`config.mk`:
```
export PLATFORM = sky130hd
export DESIGN_NAME = ahb_lite_2to1_arbiter
export DESIGN_NICKNAME = d
export VERILOG_FILES = /design/src/rtl/ahb_lite_2to1_arbiter.sv
export SDC_FILE = /design/constraint.sdc
export NUM_CORES = 1
export LEC_CHECK = 0
export ABC_AREA = 1
export CAP_MARGIN = 20
export CORE_AREA = 2 2 109 164
export CTS_CLUSTER_DIAMETER = 200
export CTS_CLUSTER_SIZE = 25
export DETAILED_ROUTE_END_ITERATION = 16
export DIE_AREA = 0 0 111 166
export PLACE_DENSITY = 0.83
export REMOVE_ABC_BUFFERS = 1
export SETUP_SLACK_MARGIN = 0.02
export SLEW_MARGIN = 20
export SYNTH_ARGS = -nofsm -noshare
export SYNTH_HDL_FRONTEND = slang
export SYNTH_SLANG_ARGS = --single-unit
export TNS_END_PERCENT = 1
```
`constraint.sdc`:
```
create_clock -name clk -period 3.79 [get_ports clk]
set_input_delay 0.379 -clock clk [delete_from_list [all_inputs] [get_ports clk]]
set_output_delay 0.379 -clock clk [all_outputs]
set_load 0.02 [all_outputs]
```
`src/rtl/ahb_lite_2to1_arbiter.sv`:
```
// Two-initiator to one-responder AHB-Lite arbiter with a per-initiator address capture register.
// Define CALIPTRA_AHB_ARB_FIXED_PRIO_EN to give initiator 0 fixed priority; round-robin otherwise.
module ahb_lite_2to1_arbiter #(
  parameter int AHB_LITE_ADDR_WIDTH = 32,
  parameter int AHB_LITE_DATA_WIDTH = 32
) (
  input  logic                           clk,
  input  logic                           rst,
  input  logic [AHB_LITE_ADDR_WIDTH-1:0] m0_haddr,
  input  logic [AHB_LITE_DATA_WIDTH-1:0] m0_hwdata,
  input  logic                           m0_hwrite,
  input  logic [2:0]                     m0_hsize,
  input  logic [1:0]                     m0_htrans,
  output logic [AHB_LITE_DATA_WIDTH-1:0] m0_hrdata,
  output logic                           m0_hreadyout,
  output logic                           m0_hresp,
  input  logic [AHB_LITE_ADDR_WIDTH-1:0] m1_haddr,
  input  logic [AHB_LITE_DATA_WIDTH-1:0] m1_hwdata,
  input  logic                           m1_hwrite,
  input  logic [2:0]                     m1_hsize,
  input  logic [1:0]                     m1_htrans,
  output logic [AHB_LITE_DATA_WIDTH-1:0] m1_hrdata,
  output logic                           m1_hreadyout,
  output logic                           m1_hresp,
  output logic [AHB_LITE_ADDR_WIDTH-1:0] s_haddr,
  output logic [AHB_LITE_DATA_WIDTH-1:0] s_hwdata,
  output logic                           s_hsel,
  output logic                           s_hwrite,
  output logic [2:0]                     s_hsize,
  output logic [1:0]                     s_htrans,
  output logic                           s_hready,
  input  logic [AHB_LITE_DATA_WIDTH-1:0] s_hrdata,
  input  logic                           s_hreadyout,
  input  logic                           s_hresp
);
  localparam int AW = AHB_LITE_ADDR_WIDTH;

  logic [AW-1:0] m_haddr   [2];
  logic          m_hwrite  [2];
  logic [2:0]    m_hsize   [2];
  logic [1:0]    live;
  logic          unused_htrans;

  assign m_haddr[0]  = m0_haddr;
  assign m_haddr[1]  = m1_haddr;
  assign m_hwrite[0] = m0_hwrite;
  assign m_hwrite[1] = m1_hwrite;
  assign m_hsize[0]  = m0_hsize;
  assign m_hsize[1]  = m1_hsize;
  // NONSEQ and SEQ both have htrans[1] set; IDLE and BUSY do not.
  assign live          = {m1_htrans[1], m0_htrans[1]};
  assign unused_htrans = m0_htrans[0] ^ m1_htrans[0];

  logic          owner_vld_q, owner_q;
  logic [AW-1:0] haddr_q;
  logic          hwrite_q;
  logic [2:0]    hsize_q;

  logic [1:0]    pend_vld;
  logic [AW-1:0] pend_addr  [2];
  logic          pend_write [2];
  logic [2:0]    pend_size  [2];

  logic [1:0]    req, granted, capture, hready_vec, hresp_vec;
  logic          bus_ready, grant_vld, grant;
  logic [AW-1:0] addr_sel;
  logic          write_sel;
  logic [2:0]    size_sel;

  assign req       = pend_vld | live;
  assign bus_ready = owner_vld_q ? s_hreadyout : 1'b1;
  assign grant_vld = bus_ready & (|req);

`ifdef CALIPTRA_AHB_ARB_FIXED_PRIO_EN
  assign grant = ~req[0];
`else
  logic last_grant_q, last_grant_d;

  assign grant        = (&req) ? ~last_grant_q : req[1];
  assign last_grant_d = grant_vld ? grant : last_grant_q;

  always_ff @(posedge clk or posedge rst) begin
    if (rst) last_grant_q <= 1'b1;
    else     last_grant_q <= last_grant_d;
  end
`endif

  always_comb begin
    addr_sel  = m_haddr[grant];
    write_sel = m_hwrite[grant];
    size_sel  = m_hsize[grant];
    if (pend_vld[grant]) begin
      addr_sel  = pend_addr[grant];
      write_sel = pend_write[grant];
      size_sel  = pend_size[grant];
    end
  end

  // Address/control hold their last driven value while no transfer is issued.
  assign s_hsel   = grant_vld;
  assign s_htrans = grant_vld ? 2'b10 : 2'b00;
  assign s_haddr  = grant_vld ? addr_sel  : haddr_q;
  assign s_hwrite = grant_vld ? write_sel : hwrite_q;
  assign s_hsize  = grant_vld ? size_sel  : hsize_q;
  assign s_hready = bus_ready;
  assign s_hwdata = owner_q ? m1_hwdata : m0_hwdata;

  always_ff @(posedge clk or posedge rst) begin
    if (rst) begin
      owner_vld_q <= 1'b0;
      owner_q     <= 1'b0;
      haddr_q     <= '0;
      hwrite_q    <= 1'b0;
      hsize_q     <= '0;
    end else if (bus_ready) begin
      owner_vld_q <= grant_vld;
      owner_q     <= grant;
      if (grant_vld) begin
        haddr_q  <= addr_sel;
        hwrite_q <= write_sel;
        hsize_q  <= size_sel;
      end
    end
  end

  for (genvar gi = 0; gi < 2; gi++) begin : g_init
    logic          is_owner;
    logic          pend_vld_q, pend_vld_d;
    logic [AW-1:0] pend_addr_q;
    logic          pend_write_q;
    logic [2:0]    pend_size_q;

    assign is_owner    = owner_vld_q & (owner_q == 1'(gi));
    assign granted[gi] = grant_vld & (grant == 1'(gi));
    // Data phase finishing while a new, losing address is presented: accept it into the capture register.
    assign capture[gi] = is_owner & s_hreadyout & live[gi] & ~granted[gi];

    assign hready_vec[gi] = is_owner                     ? s_hreadyout :
                            pend_vld_q                   ? 1'b0 :
                            (live[gi] & ~granted[gi])    ? 1'b0 : 1'b1;
    assign hresp_vec[gi]  = is_owner & s_hresp;

    assign pend_vld_d = capture[gi] ? 1'b1 :
                        (granted[gi] & pend_vld_q) ? 1'b0 : pend_vld_q;

    always_ff @(posedge clk or posedge rst) begin
      if (rst) begin
        pend_vld_q   <= 1'b0;
        pend_addr_q  <= '0;
        pend_write_q <= 1'b0;
        pend_size_q  <= '0;
      end else begin
        pend_vld_q <= pend_vld_d;
        if (capture[gi]) begin
          pend_addr_q  <= m_haddr[gi];
          pend_write_q <= m_hwrite[gi];
          pend_size_q  <= m_hsize[gi];
        end
      end
    end

    assign pend_vld[gi]   = pend_vld_q;
    assign pend_addr[gi]  = pend_addr_q;
    assign pend_write[gi] = pend_write_q;
    assign pend_size[gi]  = pend_size_q;
  end

  assign m0_hrdata    = s_hrdata;
  assign m1_hrdata    = s_hrdata;
  assign m0_hreadyout = hready_vec[0];
  assign m1_hreadyout = hready_vec[1];
  assign m0_hresp     = hresp_vec[0];
  assign m1_hresp     = hresp_vec[1];

endmodule

```
Yosys cells after proc, flatten, opt, wreduce, memory -nomap -nowiden

Cells that the tools add are included.

Memory bits (writable): 0
Output and inout port bits: 140
Memories: 0
Logic and storage cells: 84
Bits in registers: 113
Input bits: 176
Latch bits: 0
ROM bits: 0

Muxes and demuxes: 40
Shift-type cells: 0
Reductions and logical operators: 4
Equality and inequality tests: 0
Div/mod/pow operators: 0
Bitwise operators: 24
Multiply operators: 0
Add/subtract/negate cells: 0
Magnitude comparators: 2

Operators by type and width:

| kind                 | number |
|---|---|
| $mux W32             | 9 |
| $mux W3              | 8 |
| $mux W1              | 22 |
| $and A1 B1 Y1        | 17 |
| $not A1 Y1           | 5 |
| $reduce_bool A2 Y1   | 2 |
| $ge A2 B2 Y1 const B | 1 |
| $lt A1 B2 Y1 const B | 1 |
| $mux W2              | 1 |
| $not A1 Y2           | 1 |
| $or A2 B2 Y2         | 1 |
| $reduce_and A2 Y1    | 1 |
| $reduce_or A2 Y1     | 1 |

Logic depth before layout (Yosys ltp)

Gate-level depths: netlist of run 1.

Word-level depth: 10
Depth in mapped cells: 11
Gate-level depth less buffers: 9

Worst setup path after synthesis of run 1

Ideal clock, no wire load.

Path kind: register to output
Start point: reg owner_vld_q
End point: out s_haddr[0]
Buffers on the path: 2
Stages on the path, launching flop included: 8
Data required time: 3.411 ns
Data arrival time: 1.393 ns
Path slack: 2.018 ns
Cell sequence: dfrtp_1 > inv_2 > nor2_1 > a21oi_2 > buf_4 > buf_2 > nand2_1 > nand2_1

Word-level cells in the longest chain between the ends: 3

RTL lines:

| item                     | line | text |
|---|---|---|
| start: declaration       | 54   | `logic owner_vld_q, owner_q;` |
| start signal: assignment | 116  | `owner_vld_q <= grant_vld;` |
| $mux W1                  | 71   | `assign bus_ready = owner_vld_q ? s_hreadyout : 1'b1;` |
| $and A1 B1 Y1            | 72   | `assign grant_vld = bus_ready & (\|req);` |
| via s_hsel               | 27   | `output logic s_hsel,` |
| $mux W32                 | 102  | `assign s_haddr = grant_vld ? addr_sel : haddr_q;` |
| end: declaration         | 25   | `output logic [AHB_LITE_ADDR_WIDTH-1:0] s_haddr,` |

The timed path passes the listed nets, and every way through them passes these cells.

Final worst setup path of run 1

Start point: in m1_htrans[1]
End point: out s_haddr[14]

Word-level cells in the longest chain between the ends: 9
Elaborated cells on any way between the ends: 16
Those cells by class: mux (11); bitwise (3); reduce/logical (2)

RTL lines:

| item                                      | line   | text |
|---|---|---|
| start: declaration                        | 21     | `input logic [1:0] m1_htrans,` |
| $or A2 B2 Y2 (*)                          | 70     | `assign req = pend_vld \| live;` |
| $reduce_and A2 Y1                         | 79     | `assign grant = (&req) ? ~last_grant_q : req[1];` |
| $mux W1                                   | 79     |  |
| $not A1 Y2 (implied by the code)          | 89, 93 |  |
| $mux W32 (on tied branches) (3 in series) | 89, 93 |  |
| $mux W32                                  | 92     | `if (pend_vld[grant]) begin` |
| $mux W32 (*)                              | 102    |  |

Every way passes the cells marked *; elsewhere a longest branch is shown, timed or not. The select of a mux whose other input is x is not followed.

==> impl.org, run 1 <==
** Status
- The run finished with clean final reports.

** Logic synthesis
- By area the synthesized netlist is led by dfrtp_1, nand2_1, nand3_1.
- Top cells by instance count after synthesis :: nand2_1, nand3_1, dfrtp_1
- Mean cell area of the mapped netlist :: approximately 6.7 µm²
- The area fraction in compound gates after synthesis was 0.00314.
- Biggest area consumer among synthesized cells :: dfrtp_1
- Of the total synthesized cell area, the portion taken by full adders, half adders and majority gates is 0.
- Measured against the total synthesized area, the mux share comes to 0.
- Area share of and/or/nand/nor cells after synthesis :: 0.473
- Counting flops with an async set or reset pin after synthesis yields a share of 1.00.
- EDFF count, synth :: 0
- For this run, the register share of the synthesized area comes to 0.394.
- Warnings, synthesis :: 0
- Xor/xnor cell area share of the yosys netlist :: 0
- By area, the combinational part of the netlist is dominated by simple AND/OR/NAND/NOR gates.
- Commonest register cell after synthesis :: dfrtp_1
- Area of the mapped netlist :: between 7000 and 8000 µm²
- Unique cell type count in the Yosys netlist :: 21
- Of the post-synthesis cell area, the dominant cell type holds 0.391.
- Synthesis produced between 1000 and 1500 cells.
- Post-synthesis register bit count :: 113
- Among all cell types in the netlist, the one instantiated most often is nand2_1.

** STA
- Worst slew pin tran :: roughly 0.66 ns
- Unrepaired setup endpoints after global routing :: no
- The worst pin sits at a relative slew slack of 0.561.
- Final count of negative-setup-slack endpoints :: 0
- For the finished layout, the period the worst path requires is about 3.2 ns.
- Final hold analysis gives a worst-case slack of 0.388 ns.
- For the final database, setup skew stands at 0.00945 ns.
- Once routing completed, OpenROAD measured the worst setup slack at between 0.5 and 0.6 ns.
- After routing, the total negative slack on setup checks comes to 0 ns.
- Derived from the worst setup path, the maximum achievable clock frequency is 308 MHz.
- Dividing the final minimum period by the clock period gives 0.856.
- The final-report max-slew violation count is 0.
- Final number of hold-violating endpoints :: 0

** Global routing
- Antenna violations before repair :: 0
- For met3 alone, demand over resource in global routing was 0.143.
- GRT met1 Usage :: 0.311
- In the global route stage, overall resource usage came out at 0.286.
- Vias in the first global route :: between 7000 and 8000
- For this run, global-route usage on met2 was measured as 0.474.
- After global routing the overflow that remains totals 0.
- The first global-routing pass estimated just over 40000 µm of wire.
- Largest net degree at the start of global routing :: 74
- The global routing stage identified its most utilized layer as met2.

** Route
- Number of antenna-violating nets in the routed design :: 0
- Detailed-router iteration count before antenna repair :: 5
- Wire length reported by the detailed router :: ~27000 µm
- Via density per instance :: around 5.2
- In the final routed layout, each cell accounts on average for 18.7 µm.
- In the routed design, unresolved DRC markers number 0.
- Vias after detailed routing :: 7359
- Initial drt markers :: around 500

** Placed design
- Standard cell area after detailed placement :: between 8000 and 9000 µm²
- Port buffering added 216 buffers.
- HPWL reported at the end of detailed placement :: about 18000 µm
- Routability-driven placement finished with a final weighted congestion of ~0.84.
- # placed instances :: about 1400
- Before CTS, the worst setup slack after placement is approximately 0.55 ns.

** Floorplan
- In this run the horizontal extent of the chip is 111 µm.
- Boundary pin count :: roughly 320
- The initial utilization of the core area, before any placement, comes to 0.421.
- Row generation in the floorplan step produced 59 rows.
- Y dimension of the die :: ~170 µm
- Total core area :: 17100 µm²
- Full die area :: 18400 µm²

** Power and ir drop
- Total chip power :: 7.80 mW
- The analysis attributes to cell leakage a power of approximately 5.1 nW.
- VDD sags by at most approximately 580 µV.
- In this run the power density over the cells is 823 nW/µm².

** Clocking
- Clock buffer count from CTS :: 17
- Cts repair resizes :: 0
- Clock transition at path regs :: ~0.060 ns
- The clock passes through at most 2 buffers.
- Clock tree from TritonCTS :: done
- In this run, post-CTS hold repair placed 0 buffers.
- The H-tree generated during clock tree synthesis spans 4 levels.
- Clock tree synthesis found a total of ~110 sinks.
- Clock root buffer :: clkbuf_16
- Post-CTS timing repair inserted 0 buffers for setup.
- The later pin in the worst-skew pair is clocked with a latency of around 0.4 ns.

** Critical path
- Data on the critical path arrives at its endpoint at ~2.9 ns.
- Of all nets on the critical path, the largest fanout is 48.
- By startpoint and endpoint, the worst setup path is classified as in2out.
- The worst setup path is captured at an output port.
- At the worst endpoint, the required time is around 3.4 ns.
- Critical Path Source Type :: input pin

** Final layout
- Share of layout cells above drive strength 1 :: 0.0712
- Finished Core Util :: 0.555
- For this run, the post-layout net count is roughly 1400.
- Area of all placed cells without fillers :: between 9000 and 10000 µm²
- Layout Area Growth over Synthesis :: 32.0%
- Count of antenna diodes in the layout :: 0
- Count of non-filler cells in the finished layout :: about 1400

** Min path
- Hold crit path type :: in2async

** Job
- Across the run, the number of max-cap violations was 0.
[cells by family (layout without fill, tap and decap cells)]
kind of cell           Yosys count  in the layout
buffers and inverters          142            276
other                            1              1
AND/OR/NAND/NOR                815            815
AO/OA/AOI/OAI                    3              3
flip-flops                     113            113
[flip-flops by register name (all words and copies together) (netlist names)]
register	cells
g_init.pend_addr_q	64
g_init.pend_size_q	6
g_init.pend_vld_q	2
g_init.pend_write_q	2
haddr_q	32
hsize_q	3
hwrite_q	1
last_grant_q	1
owner_q	1
owner_vld_q	1
[layout make-up]
cell class                      instances  area, µm²
Fill cell                            1624       7580
Clock inverter                         11        114
Sequential cell                       113       2830
Multi-Input combinational cell        819       3440
Timing Repair Buffer                  233       2330
Clock buffer                           21        450
Inverter                               11       43.8
Tap cell                              213        267
[layout by cell type, fill, tap and decap left out]
cell type	n
nand3_1	128
dfstp_2	1
nand3_2	22
o21ai_4	1
clkinv_2	6
nand2_1	652
clkinvlp_4	2
nor2_2	1
buf_12	3
bufinv_16	2
clkbuf_1	3
nand2_2	4
clkdlybuf4s50_1	216
conb_1	1
dfrtp_1	112
a21oi_4	1
nor2_4	2
inv_4	1
buf_4	14
clkinv_4	1
nand2_4	2
clkbuf_8	1
o21ai_0	1
inv_1	5
inv_2	5
nor2_1	4
clkbuf_16	17
[critical path, stage by stage]
cell and delay (ns):
clkdlybuf4s50_1 0.48, nor2_2 0.20, inv_2 0.08, nand2_2 0.10
buf_4 0.46, nand2_1 0.10, nand2_1 0.08, nand2_1 0.06
nand2_1 0.10, nand2_1 0.06, nand2_1 0.12, clkdlybuf4s50_1 0.61
[final timing paths]
kind | startpoint | endpoint | slack (ns) | cells past startpoint
max | m1_htrans[1] | s_haddr[14] | 0.55 | 12
min | rst | haddr_q[5] | 0.39 | 2
max reg2reg | owner_vld_q | g_init[0].pend_addr_q[30] | 1.12 | 9
min reg2reg | haddr_q[6] | haddr_q[6] | 0.47 | 2
max in group asynchronous | rst | hwrite_q | 2.55 | 3
min in group clk | haddr_q[6] | haddr_q[6] | 0.47 | 2
[power by group]
| group | switching, mW | leakage, nW | total (mW) | internal [mW] |
|---|---|---|---|---|
| logic | 2.65 | 3.41 | 4.24 | 1.59 |
| registers | 0.255 | 1.42 | 2.01 | 1.75 |
| clock network | 0.565 | 0.276 | 1.54 | 0.978 |
[per-layer routing]
layer  routed length (µm)  share of wire  up-vias
li1                     -              -     3495
met1                 9580           0.36     3342
met2                12600           0.47      465
met3                 3500           0.13       53
met4                  796          0.030        4
met5                   94         0.0035        -
(Power assumes the default switching activity.)
==> run 2: changes to the inputs <==
--- a/config.mk
+++ b/config.mk
@@ -7,12 +7,14 @@
 export LEC_CHECK = 0
 export ABC_AREA = 1
 export CAP_MARGIN = 20
-export CORE_AREA = 2 2 109 164
+export CELL_PAD_IN_SITES_DETAIL_PLACEMENT = 1
+export CELL_PAD_IN_SITES_GLOBAL_PLACEMENT = 2
+export CORE_AREA = 2 2 151 227
 export CTS_CLUSTER_DIAMETER = 200
 export CTS_CLUSTER_SIZE = 25
 export DETAILED_ROUTE_END_ITERATION = 16
-export DIE_AREA = 0 0 111 166
-export PLACE_DENSITY = 0.83
+export DIE_AREA = 0 0 153 229
+export PLACE_DENSITY = 0.84
 export REMOVE_ABC_BUFFERS = 1
 export SETUP_SLACK_MARGIN = 0.02
 export SLEW_MARGIN = 20
==> impl.org, run 2 (synthesized netlist as in run 1, its figures left out) <==
** Status
- Result of the run :: finished clean (unchanged)

** Min path
- The path category of the worst min-delay check is in2async (unchanged).

** Final layout
- Count of antenna diodes in the layout :: 0 (unchanged)
- The final cell area excluding filler cells was 9770 µm² (was 9470 µm²).
- Most frequent cells in the layout :: nand2_1, clkdlybuf4s50_1, nand3_1 (unchanged)
- The number of nets in the final layout is 1373 (was 1371).
- The register bank with the most flops is g_init.pend_addr_q (unchanged).
- The post-synthesis to final-layout area growth is 36.2% (was 32.0%).
- Filler cells :: 4100 (was 1624)
- The utilization after layout was 0.295 (was 0.555).
- Largest registers: g_init.pend_addr_q (64), haddr_q (32), g_init.pend_size_q (6) (unchanged).
- Count of non-filler cells in the finished layout :: 1628 (was 1421)
- Leading cell type in the layout, fill and taps excluded :: nand2_1 (unchanged)
- The fraction of final layout cells with drive strength greater than 1 came to 0.0728 (was 0.0712).
- The number of flip-flops in the largest register was 64 (unchanged).

** STA
- Unrepaired setup endpoints after global routing: no (unchanged).
- Final Skew :: 0.00790 ns (was 0.00945 ns)
- The peak clock frequency supported by timing came to 306 MHz (was 308 MHz).
- The final period utilization came to 0.863 (was 0.856).
- Final count of negative-setup-slack endpoints :: 0 (unchanged)
- Worst slew margin :: 0.473 (was 0.561)
- Minimum clock period :: 3.27 ns (was 3.24 ns)
- Pins over their slew limit :: 0 (unchanged)
- The count of endpoints failing hold in the final timing report was 0 (unchanged).
- The smallest setup slack after layout is 0.518 ns (was 0.547 ns).
- The transition time at the pin with the least slew margin is 0.790 ns (was 0.659 ns).

** Critical path
- Arrival time at the worst endpoint :: 2.89 ns (was 2.86 ns)
- Crit Path Class :: in2out (unchanged)
- Critical Path Source Type :: input pin (unchanged)
- Element type at the critical path end :: output port (unchanged)
- Flop-to-flop setup slack :: 1.01 ns (was 1.12 ns)
- Maximum fanout along the worst path :: 36 (was 48)
- Critical path data required time :: 3.41 ns (about the same)

** Route
- The average routed wire per standard cell is 18.2 µm (was 18.7 µm).
- The detailed-route via count was 7458 (was 7359).
- The number of detailed-route iterations in the first pass came to 4 (was 5).
- Number of antenna-violating nets in the routed design :: 0 (unchanged)
- The vias per cell is 4.58 (was 5.18).
- Number of remaining DRC errors :: 0 (unchanged)
- The final wirelength is 29600 µm (was 26600 µm).
- The violation count after the first detailed-routing iteration is 433 (was 497).

** Global routing
- Vias in the first global route :: 7745 (was 7184)
- Global route overflow :: 0 (unchanged)
- GR met3 Demand/Resource :: 0.0638 (was 0.143)
- The busiest layer in global routing is met2 (unchanged).
- Global-route met2 utilization :: 0.277 (was 0.474)
- Aggregate global-route resource usage :: 0.169 (was 0.286)
- Largest net degree at the start of global routing :: 74 (unchanged)
- The number of antenna violations at the first check in global routing was 0 (unchanged).
- The global-route wire length before repair came to 45500 µm (was 40700 µm).
- GRT met1 Usage :: 0.201 (was 0.311)

** Placed design
- # placed instances :: 1598 (was 1389)
- The count of buffers from port buffering came to 216 (unchanged).
- Final weighted congestion in routability-driven placement :: 0.712 (was 0.836)
- HPWL reported at the end of detailed placement :: 19800 µm (was 18200 µm)
- The worst setup slack after placement is 0.466 ns (was 0.554 ns).
- Standard cell area after detailed placement :: 9210 µm² (was 8910 µm²)

** Clocking
- CTS hold repair buffers :: 0 (unchanged)
- Source-to-sink clock delay at the later pin of the worst-skew pair :: 0.43 ns (was 0.41 ns)
- The buffer levels on the longest clock path came to 2 (unchanged).
- The number of levels the H-tree was split into is 4 (unchanged).
- Clock transition at path regs :: 0.05 ns (was 0.06 ns)
- Sink count of the clock tree :: 113 (unchanged)
- The number of buffers created by CTS is 17 (unchanged).
- The number of gates given a new drive strength after cts is 0 (unchanged).
- Clock tree from TritonCTS :: done (unchanged)
- The setup fix buffers added after clock tree synthesis came to 0 (unchanged).
- The root buffer cell is clkbuf_16 (unchanged).

** Floorplan
- The horizontal die dimension came to 153 µm (was 111 µm).
- Boundary pin count :: 316 (unchanged)
- Initial standard-cell utilization of the core :: 0.217 (was 0.421)
- The row count came to 82 (was 59).
- Y dimension of the die :: 229 µm (was 166 µm)
- Total core area :: 33100 µm² (was 17100 µm²)
- Full die area :: 35000 µm² (was 18400 µm²)

** Power and ir drop
- VDD IR max :: 336 µV (was 575 µV)
- The static leakage was 5.14 nW (was 5.11 nW).
- Cell area power density :: 813 nW/µm² (was 823 nW/µm²)

** Job
- The number of violations of the max-capacitance limit is 0 (unchanged).
[run 2: cell count changes in the layout (fill, tap and decap cells not counted)]
cell and delta:
clkbuf_8 +7, nand2_4 +1, clkinvlp_4 -1, clkbuf_1 -2
clkinv_2 -3, clkinv_4 -1, buf_12 +2, bufinv_16 -2
nand2_2 -1
[run 2: stage by stage]
| stage | setup TNS [ns] | hold WS, ns | power, mW |
|---|---|---|---|
| 5_1_grt | 0 | 0.267 | 8.61 |
| 4_1_cts | 0 | 0.239 | 8.08 |
| 2_1_floorplan | -102.88 | 0.442 | 4.44 |
| 3_5_place_dp | 0 | 0.458 | 6.50 |
| 6_report | 0 | 0.257 | 7.94 |
| 3_3_place_gp | 0 | 0.454 | 6.38 |
[run 2: layer usage]
layer | part of all wire | vias to the layer above
met2 | 0.47 | 321
met4 | 0.018 | 4
met3 | 0.083 | 38
met5 | 0.0048 | -
met1 | 0.42 | 3596
li1 | - | 3499
[run 2: final cells by class]
| type | instances | area [µm²] | area share |
|---|---|---|---|
| well taps | 420 | 526 | 0.0538 |
| multi-input cells | 819 | 3450 | 0.353 |
| clock inverters | 4 | 22.5 | 0.00230 |
| inverters | 11 | 43.8 | 0.00448 |
| repair buffers | 235 | 2370 | 0.242 |
| flip-flops and latches | 113 | 2830 | 0.289 |
| clock buffers | 26 | 539 | 0.0552 |
[run 2: worst max-delay path: stages]
cell and delay (ns):
clkdlybuf4s50_1 0.50, nor2_2 0.21, inv_2 0.09, nand2_4 0.26, nand2_1 0.12, nand2_2 0.10
buf_12 0.25, nand2_1 0.08, nand2_1 0.09, nand2_1 0.07, nand2_1 0.09, clkdlybuf4s50_1 0.64
[run 2: worst paths after layout]
check / cells past startpoint / end / start
min in group clk: 2 / g_init[0].pend_addr_q[17] / g_init[0].pend_addr_q[17]
worst max register to register: 8 / g_init[0].pend_addr_q[22] / g_init[0].pend_vld_q
worst min register to register: 2 / g_init[0].pend_addr_q[17] / g_init[0].pend_addr_q[17]
worst max-delay path: 12 / s_haddr[13] / m1_htrans[1]
worst min-delay path: 2 / hsize_q[0] / rst
max in group asynchronous: 3 / g_init[0].pend_addr_q[19] / rst
[run 2: where the power goes]
group,switching [mW],internal [mW]
combinational,2.75,1.65
clock,0.575,0.963
sequential,0.255,1.75
total,3.58,4.36
==> run 3: changes to the inputs <==
--- a/config.mk
+++ b/config.mk
@@ -6,10 +6,12 @@
 export NUM_CORES = 1
 export LEC_CHECK = 0
 export ABC_AREA = 1
+export ABC_CLOCK_PERIOD_IN_PS = 3790
 export CAP_MARGIN = 20
 export CELL_PAD_IN_SITES_DETAIL_PLACEMENT = 1
 export CELL_PAD_IN_SITES_GLOBAL_PLACEMENT = 2
 export CORE_AREA = 2 2 151 227
+export CTS_BUF_LIST = sky130_fd_sc_hd__clkbuf_8
 export CTS_CLUSTER_DIAMETER = 200
 export CTS_CLUSTER_SIZE = 25
 export DETAILED_ROUTE_END_ITERATION = 16
==> impl.org, run 3 (synthesized netlist as in run 1, its figures left out) <==
** Route
- The number of detailed-route iterations in the first pass is 4 (unchanged).
- Vias after detailed routing :: 7429 (was 7458)
- Number of remaining DRC errors :: 0 (unchanged)
- Via density per instance :: 4.56 (was 4.58)
- The remaining antenna violation count came to 0 (unchanged).
- Initial drt markers :: 423 (was 433)
- The final wirelength is 29500 µm (was 29600 µm).
- The average routed wire per standard cell is 18.1 µm (was 18.2 µm).

** Critical path
- The critical path start-end classification was in2out (unchanged).
- The reg-to-reg critical path endpoint was g_init[0].pend_addr_q[22] (unchanged).
- The startpoint kind of the worst setup timing path is an input pin (unchanged).
- The kind of capture point of the worst setup path is an output port (unchanged).
- Depth of the worst register-to-register path :: 8 (unchanged)
- The critical path data required time was 3.41 ns (about the same).
- The slack of the worst reg-to-reg path came to 1.02 ns (was 1.01 ns).
- Maximum fanout along the worst path :: 36 (unchanged)
- Reg-to-reg critical path startpoint :: g_init[0].pend_vld_q (unchanged)
- The worst path arrival time is 2.88 ns (was 2.89 ns).
- Crit path launch :: m1_htrans[1] (unchanged)

** Floorplan
- Initial standard-cell utilization of the core :: 0.217 (unchanged)
- The horizontal die dimension was 153 µm (unchanged).
- The die height is 229 µm (unchanged).
- The row count is 82 (unchanged).
- The core area is 33100 µm² (unchanged).
- Full die area :: 35000 µm² (unchanged)
- Boundary pin count :: 316 (unchanged)

** STA
- The final-report max-slew violation count came to 0 (unchanged).
- The setup clock skew after layout came to 0.0149 ns (was 0.00790 ns).
- The worst slack on hold paths is 0.213 ns (was 0.257 ns).
- Tcrit/Tclk final :: 0.860 (was 0.863)
- Final number of hold-violating endpoints :: 0 (unchanged)
- The peak clock frequency supported by timing is 307 MHz (was 306 MHz).
- The final setup violation count was 0 (unchanged).
- The final total negative setup slack is 0 ns (unchanged).
- Unrepaired setup endpoints after global routing :: no (unchanged)
- The worst slew slack as a fraction of its limit is 0.470 (was 0.473).
- The minimum clock period is 3.26 ns (was 3.27 ns).
- Worst slew pin tran :: 0.795 ns (was 0.790 ns)

** Final layout
- The register bank with the most flops is g_init.pend_addr_q (unchanged).
- Largest registers: g_init.pend_addr_q (64), haddr_q (32), g_init.pend_size_q (6) (unchanged).
- The non-filler instance count after layout is 1629 (was 1628).
- The number of nets in the final layout was 1373 (unchanged).
- The leading cell type in the layout, fill and taps excluded is nand2_1 (unchanged).
- The post-synthesis to final-layout area growth was 33.6% (was 36.2%).
- The number of fill cells is 4115 (was 4100).
- Most frequent cells in the layout: nand2_1, clkdlybuf4s50_1, nand3_1 (unchanged).
- Largest register FFs :: 64 (unchanged)
- The sequential cell area is 2830 µm² (unchanged).
- Area of combinational cells with multiple inputs :: 3450 µm² (unchanged)
- The utilization after layout is 0.289 (was 0.295).
- Share of layout cells above drive strength 1 :: 0.0728 (unchanged)

** Global routing
- Largest net degree at the start of global routing :: 74 (unchanged)
- Global route overflow :: 0 (unchanged)
- Antenna violations before repair :: 1 (was 0)
- The total routing resource utilization after global routing was 0.168 (was 0.169).
- Global-route wire length before repair :: 45300 µm (was 45500 µm)
- Vias in the first global route :: 7647 (was 7745)

** Clocking
- Cts repair resizes :: 0 (unchanged)
- Max H-tree Level :: 4 (unchanged)
- The root buffer cell is clkbuf_8 (was clkbuf_16).
- CTS hold repair buffers :: 0 (unchanged)
- Longest Clk Path Bufs :: 2 (unchanged)
- Sink count of the clock tree :: 113 (unchanged)
- Clock buffer count from CTS :: 17 (unchanged)
- Clock tree from TritonCTS :: done (unchanged)
- Clock transition at path regs :: 0.07 ns (was 0.05 ns)
- Number of setup buffers added after CTS :: 0 (unchanged)
- The latest clock arrival within the worst-skew pair came to 0.47 ns (was 0.43 ns).

** Placed design
- Buffers added on ports :: 216 (unchanged)
- The weighted congestion reported at the end of routability-driven placement was 0.712 (unchanged).
- The HPWL after detailed placement came to 19800 µm (unchanged).
- # placed instances :: 1598 (unchanged)

** Status
- Result of the run :: finished clean (unchanged)

** Power and ir drop
- The worst supply voltage drop on vdd came to 377 µV (was 336 µV).
- The total power draw came to 7.48 mW (was 7.94 mW).
- The power density relative to cell area is 781 nW/µm² (was 813 nW/µm²).
- Reported leakage power :: 5.05 nW (was 5.14 nW)

** Min path
- The path category of the worst min-delay check is in2async (unchanged).

** Job
- Max-cap viol count :: 0 (unchanged)
[run 3: cell types whose count changed in the layout (fill, tap and decap cells not counted)]
cell	delta
inv_1	+1
diode_2	+1
clkbuf_16	-17
clkbuf_8	+17
clkbuf_1	-1
[run 3: area by class of cell]
class | instances | area share
diodes | 1 | 0.000261
clock buffers | 25 | 0.0359
clock inverters | 5 | 0.00274
inverters | 11 | 0.00457
multi-input cells | 819 | 0.360
flip-flops and latches | 113 | 0.295
well taps | 420 | 0.0548
repair buffers | 235 | 0.247
[run 3: stage by stage]
stage	instance area, µm²	setup slack, ns
floorplan	6290	-1.16
global placement	9210	0.498
detailed placement	9210	0.466
CTS	9580	0.410
global route	9580	0.258
finish	9580	0.529
[run 3: worst max-delay path: stages]
cell             delay (ns)
clkdlybuf4s50_1        0.50
nor2_2                 0.21
inv_2                  0.09
nand2_4                0.26
nand2_1                0.12
nand2_2                0.10
buf_12                 0.24
nand2_1                0.08
nand2_1                0.07
nand2_1                0.06
nand2_1                0.08
clkdlybuf4s50_1        0.67
[run 3: power breakdown]
| part | switching [mW] | total (mW) | internal, mW |
|---|---|---|---|
| clock | 0.521 | 1.10 | 0.579 |
| sequential | 0.254 | 2.00 | 1.75 |
| combinational | 2.73 | 4.38 | 1.65 |
| total | 3.51 | 7.48 | 3.98 |
[run 3: worst max-delay path by stage]
stage                        end  slack (ns)  cells after the start
floorplan           m0_hreadyout       -1.16                      6
global placement     s_haddr[27]        0.50                     12
detailed placement   s_haddr[17]        0.47                     12
CTS                  s_haddr[17]        0.41                     11
global route         s_haddr[13]        0.26                     11
finish               s_haddr[17]        0.53                     12
[run 3: layer usage]
metal / track usage / part of all wire / vias up
met5: 0.0364 / 0.0048 / -
met4: 0.0538 / 0.016 / 4
met3: 0.0628 / 0.085 / 34
met2: 0.273 / 0.47 / 323
met1: 0.203 / 0.42 / 3573
li1: - / - / 3495
